## src/rtl/serial_byte_assembler_if.sv

```systemverilog
// rtl/serial_byte_assembler_if.sv - serial bit input and word handshake bundle for the byte assembler
`timescale 1ns/1ps

interface serial_byte_assembler_if #(
  parameter int WIDTH = 8,
  parameter int CNT_W = $clog2(WIDTH + 1)
);
  logic             data_in;
  logic             write_in;
  logic             ack_in;
  logic [WIDTH-1:0] data_out;
  logic             data_valid;
  logic [CNT_W-1:0] bit_count;
  logic             overflow;

  modport master (
    output data_in, write_in, ack_in,
    input  data_out, data_valid, bit_count, overflow
  );

  modport slave (
    input  data_in, write_in, ack_in,
    output data_out, data_valid, bit_count, overflow
  );
endinterface

```

## src/rtl/serial_byte_assembler.sv

```systemverilog
// rtl/serial_byte_assembler.sv - collects MSB-first serial bits into words and offers them via valid/ack
`timescale 1ns/1ps

module serial_byte_assembler #(
  parameter int WIDTH = 8,
  parameter int CNT_W = $clog2(WIDTH + 1)
) (
  input  logic                  clock1M,
  input  logic                  reset,
  serial_byte_assembler_if.slave bus
);

  typedef enum logic {EMPTY, FULL} state_t;

  state_t           state;
  logic             write_q;
  logic [WIDTH-2:0] shift_q;
  logic [CNT_W-1:0] bit_count_q;
  logic [WIDTH-1:0] data_out_q;
  logic             data_valid_q;
  logic             overflow_q;

  logic             stb;
  logic             word_done;
  logic [WIDTH-1:0] word;

  assign stb       = bus.write_in & ~write_q;
  assign word_done = stb && (bit_count_q == CNT_W'(WIDTH - 1));
  assign word      = {shift_q, bus.data_in};

  assign bus.data_out   = data_out_q;
  assign bus.data_valid = data_valid_q;
  assign bus.bit_count  = bit_count_q;
  assign bus.overflow   = overflow_q;

  always_ff @(posedge clock1M or negedge reset) begin
    if (!reset) begin
      state        <= EMPTY;
      write_q      <= 1'b1;  // a strobe held high across release must not count as a bit
      shift_q      <= '0;
      bit_count_q  <= '0;
      data_out_q   <= '0;
      data_valid_q <= 1'b0;
      overflow_q   <= 1'b0;
    end else begin
      write_q <= bus.write_in;

      if (stb) begin
        if (word_done) begin
          shift_q     <= '0;
          bit_count_q <= '0;
        end else begin
          shift_q     <= word[WIDTH-2:0];
          bit_count_q <= bit_count_q + CNT_W'(1);
        end
      end

      // Input side never stalls: a word finishing while the holder is busy and unacked is lost.
      case (state)
        EMPTY: begin
          if (word_done) begin
            data_out_q   <= word;
            data_valid_q <= 1'b1;
            state        <= FULL;
          end
        end
        FULL: begin
          if (word_done) begin
            if (bus.ack_in) begin
              data_out_q <= word;
            end else begin
              overflow_q <= 1'b1;
            end
          end else if (bus.ack_in) begin
            data_valid_q <= 1'b0;
            state        <= EMPTY;
          end
        end
        default: state <= EMPTY;
      endcase
    end
  end

endmodule

```

## src/flat_wrapper.sv

```systemverilog
// flat-port wrapper written by rule: the top's interface ports become plain ports
module serial_byte_assembler_flat 
#(
  parameter int WIDTH = 8,
  parameter int CNT_W = $clog2(WIDTH + 1)
)
  (clock1M, reset, bus_data_in, bus_write_in, bus_ack_in, bus_data_out, bus_data_valid, bus_bit_count, bus_overflow);
  serial_byte_assembler_if #(.WIDTH(WIDTH), .CNT_W(CNT_W)) bus_i ();
  input  logic clock1M;
  input  logic reset;
  input wire logic [$bits(bus_i.data_in)-1:0] bus_data_in;
  input wire logic [$bits(bus_i.write_in)-1:0] bus_write_in;
  input wire logic [$bits(bus_i.ack_in)-1:0] bus_ack_in;
  output wire logic [$bits(bus_i.data_out)-1:0] bus_data_out;
  output wire logic [$bits(bus_i.data_valid)-1:0] bus_data_valid;
  output wire logic [$bits(bus_i.bit_count)-1:0] bus_bit_count;
  output wire logic [$bits(bus_i.overflow)-1:0] bus_overflow;
  assign bus_i.data_in = bus_data_in;
  assign bus_i.write_in = bus_write_in;
  assign bus_i.ack_in = bus_ack_in;
  assign bus_data_out = bus_i.data_out;
  assign bus_data_valid = bus_i.data_valid;
  assign bus_bit_count = bus_i.bit_count;
  assign bus_overflow = bus_i.overflow;
  serial_byte_assembler #(.WIDTH(WIDTH), .CNT_W(CNT_W)) u_core (.clock1M(clock1M), .reset(reset), .bus(bus_i));
endmodule
```

## config.mk

```make
export PLATFORM = sky130hd
export DESIGN_NAME = serial_byte_assembler_flat
export DESIGN_NICKNAME = d
export VERILOG_FILES = /design/src/rtl/serial_byte_assembler_if.sv /design/src/rtl/serial_byte_assembler.sv /design/src/flat_wrapper.sv
export SDC_FILE = /design/constraint.sdc
export NUM_CORES = 1
export LEC_CHECK = 0
export ABC_AREA = 1
export CELL_PAD_IN_SITES_DETAIL_PLACEMENT = 0
export CELL_PAD_IN_SITES_GLOBAL_PLACEMENT = 2
export CORE_MARGIN = 5
export CORE_UTILIZATION = 33
export DETAILED_ROUTE_END_ITERATION = 10
export GPL_ROUTABILITY_DRIVEN = 0
export PLACE_DENSITY_LB_ADDON = 0.1
export SETUP_SLACK_MARGIN = 0.5
export SLEW_MARGIN = 15
export SYNTH_ARGS = -nofsm -noshare
export SYNTH_HDL_FRONTEND = slang
export SYNTH_SLANG_ARGS = --single-unit
```

## constraint.sdc

```tcl
create_clock -name clock1M -period 2.5 [get_ports clock1M]
set_clock_uncertainty 0.1 [all_clocks]
set_input_delay 0.375 -clock clock1M [delete_from_list [all_inputs] [get_ports clock1M]]
set_output_delay 0.375 -clock clock1M [all_outputs]
set_load 0.005 [all_outputs]
```

==> metrics.cfg <==
[clocking]
cts_made_buffers=3
cts_tree=built
cts.sinks=23
htree_levels=1
cts_setup_buffers=0
clk_pin_slew_ns=0.12
insertion_delay_ns=0.31
clk_path_buf_depth=2
cts.root.buffer_cell=clkbuf_4

[sta]
worst_pin_slew_ns=0.2893
drv_slew=0
finalSetupTns_ns=0
rsz0062_at_grt=false
setup_violations=0
timing.final.hold_violations=0
clock.fmax_mhz=558.3
fin_crit_sh_pct=71.64
maxSlewHeadroom_pct=80.71
period_needed_ns=1.791

[drt]
routed_wirelength_um=1818
post_drt_wl_per_cell_um=12.20
drt_iter0_drc=45
vias=690
dr.pass1.iters=4
drc=0
via_per_inst=4.631
ant_nets=0

[yosys]
synth.avg_cell_area_um2=10.24
yosysSeqAreaShare_pct=58.65
synth_cells=96
yosys_warnings=0
synth_cell_types=19
syn_area_um2=983.4
ys_ff_latch=23
syn_nets=104

[global_routing]
grt_util_all_layers_pct=10.11
antenna_found_initial=0
grt_max_degree=24
grt_pass1_vias=720
grt_pass1_wl_um=3284
grt_overflow_total=0

[place]
dp.cells=145
dpl_cell_area_um2=1195
hpwl_um=1276
io_buffers=18

[setup_path]
slowest_stage=clkdlybuf4s50_1
r2r-end=u_core.bus.data_out[5]
cpPeakStageDelay_ns=0.54
worstSetupEndpointType=output port
cp.depth=1
path_cells=clkdlybuf4s50_1
path_class=register to output port
worst_ep_required_time_ns=2.03
arrival_ns=1.32
crit_buf_inv=1
reg2reg_slack_ns=0.72
r2r-start=u_core.bus.bit_count[0]
crit_fanout=5
setup.worst_path.start_class=register
r2r_cells=7
crit_family=buffers and inverters

[power]
leakage_nw=0.5652
ir_drop_v=0.0003964
power_density_nw_per_um2=970.5
finalPower_mw=1.192

[cells_and_area]
num-fill-cells=281
nets=127
syn_to_final_growth_pct=24.94
n_antenna_cell=0
final_core_util_pct=43.80
layout-drive-gt1-share_pct=13.56
final_area_um2=1229
stdcell_count=149

[floorplanning]
start_util_pct=35.06
die_area_um2=4172
die_x_um=64.59
num_rows=19
die_height_um=64.59
coreArea_um2=2805
ios=19

[outcome]
status=complete, no violations

[worst_hold_path]
hold_path.class=primary input to asynchronous set/reset pin

[run]
drv_cap=0

==> cell usage after synthesis <==
library cell,instances,area [um2]
o21ai_1,14,70.07
o21ai_2,1,8.760
nand2_2,2,12.51
inv_2,1,3.750
nand4_2,1,12.51
buf_6,2,22.52
xnor2_1,1,8.760
dfstp_2,1,26.28
nor2_1,4,15.01
inv_1,11,41.29
dfrtp_1,22,550.5
nand3_1,8,40.04
nand2_1,18,67.56
o21ai_0,1,5.000
a21oi_1,2,10.01
ha_1,3,37.54
nor2_8,1,20.02
nand3_2,2,20.02
o21bai_2,1,11.26
==> state kept, by name, summed over array words and instances (netlist names) <==
register / count
u_core.bus.bit_count: 4
u_core.bus.data_out: 8
u_core.bus.data_valid: 1
u_core.state: 1
u_core.write_q: 1
u_core.bus.overflow: 1
u_core.shift_q: 7
==> metrics by stage <==
| step | worst slack [ns] | hold slack (ns) |
|---|---|---|
| 4_1_cts | 0.6146 | 0.3058 |
| 2_1_floorplan | 0.7946 | -0.02059 |
| 3_5_place_dp | 0.2853 | 0.3580 |
| 3_3_place_gp | 0.3165 | 0.3613 |
| 6_report | 0.7090 | 0.2995 |
| 5_1_grt | 0.5545 | 0.3267 |
==> cell type report <==
type	count	area, um2	area share, %
clock buffers	4	26.28	2.138
inverters	12	45.04	3.666
multi-input cells	59	346.6	28.21
flip-flops and latches	23	576.8	46.94
well taps	31	38.79	3.157
repair buffers	20	195.2	15.89
==> cells by family (layout without fill, tap and decap cells) <==
| kind of cell | after synthesis | count (layout) | share of synthesized area, % |
|---|---|---|---|
| AOI/OAI and AO/OA | 19 | 19 | 10.69 |
| xor gates and xnor gates | 1 | 1 | 0.8907 |
| adders and majority gates | 3 | 3 | 3.817 |
| buffers and inverters | 14 | 36 | 6.870 |
| DFF | 23 | 23 | 58.65 |
| and+or+nand+nor | 36 | 36 | 19.08 |
==> per-layer routing <==
| metal | wire (um) | part of all wire, % | GRT usage [%] |
|---|---|---|---|
| met1 | 883 | 49 | 12.65 |
| met2 | 793 | 44 | 15.85 |
| met3 | 116 | 6.4 | 4.318 |
| met4 | 23 | 1.3 | 3.166 |
| met5 | 0 | 0 | 0 |
==> placed cells by master (no fill, tap or decap) <==
| cell | count |
|---|---|
| inv_2 | 1 |
| dfstp_2 | 1 |
| nor2_8 | 1 |
| nand2_4 | 1 |
| inv_1 | 11 |
| nor2_1 | 3 |
| nand2_1 | 18 |
| o21ai_1 | 14 |
| o21ai_2 | 1 |
| buf_4 | 2 |
| clkbuf_4 | 3 |
| dfrtp_1 | 22 |
| nand2_2 | 1 |
| a21oi_1 | 2 |
| nor2_2 | 1 |
| nand3_1 | 8 |
| o21ai_0 | 1 |
| clkdlybuf4s50_1 | 18 |
| o21bai_2 | 1 |
| xnor2_1 | 1 |
| ha_1 | 3 |
| nand3_2 | 2 |
| clkbuf_1 | 1 |
| nand4_2 | 1 |
==> report_power, final <==
group | internal, mW | switching, mW
clock network | 0.0623 | 0.107
logic | 0.250 | 0.184
registers | 0.498 | 0.0913
==> repair_timing <==
action                                  CTS  global route
hold buffers                              0             0
endpoints found under the setup margin    0             8
gates resized for setup                   0             2
==> worst max-delay path by stage <==
stage,startpoint,to,slack [ns]
floorplan,u_core.bus.bit_count[0],u_core.bus.data_out[3],0.79
CTS,u_core.bus.bit_count[0],u_core.bus.data_out[5],0.61
global placement,bus_write_in,u_core.bus.data_out[5],0.32
detailed placement,bus_write_in,u_core.bus.data_out[5],0.29
global route,u_core.bus.bit_count[0],u_core.bus.data_out[3],0.55
finish,u_core.bus.bit_count[2],bus_bit_count[2],0.71
(Power assumes the default switching activity.)
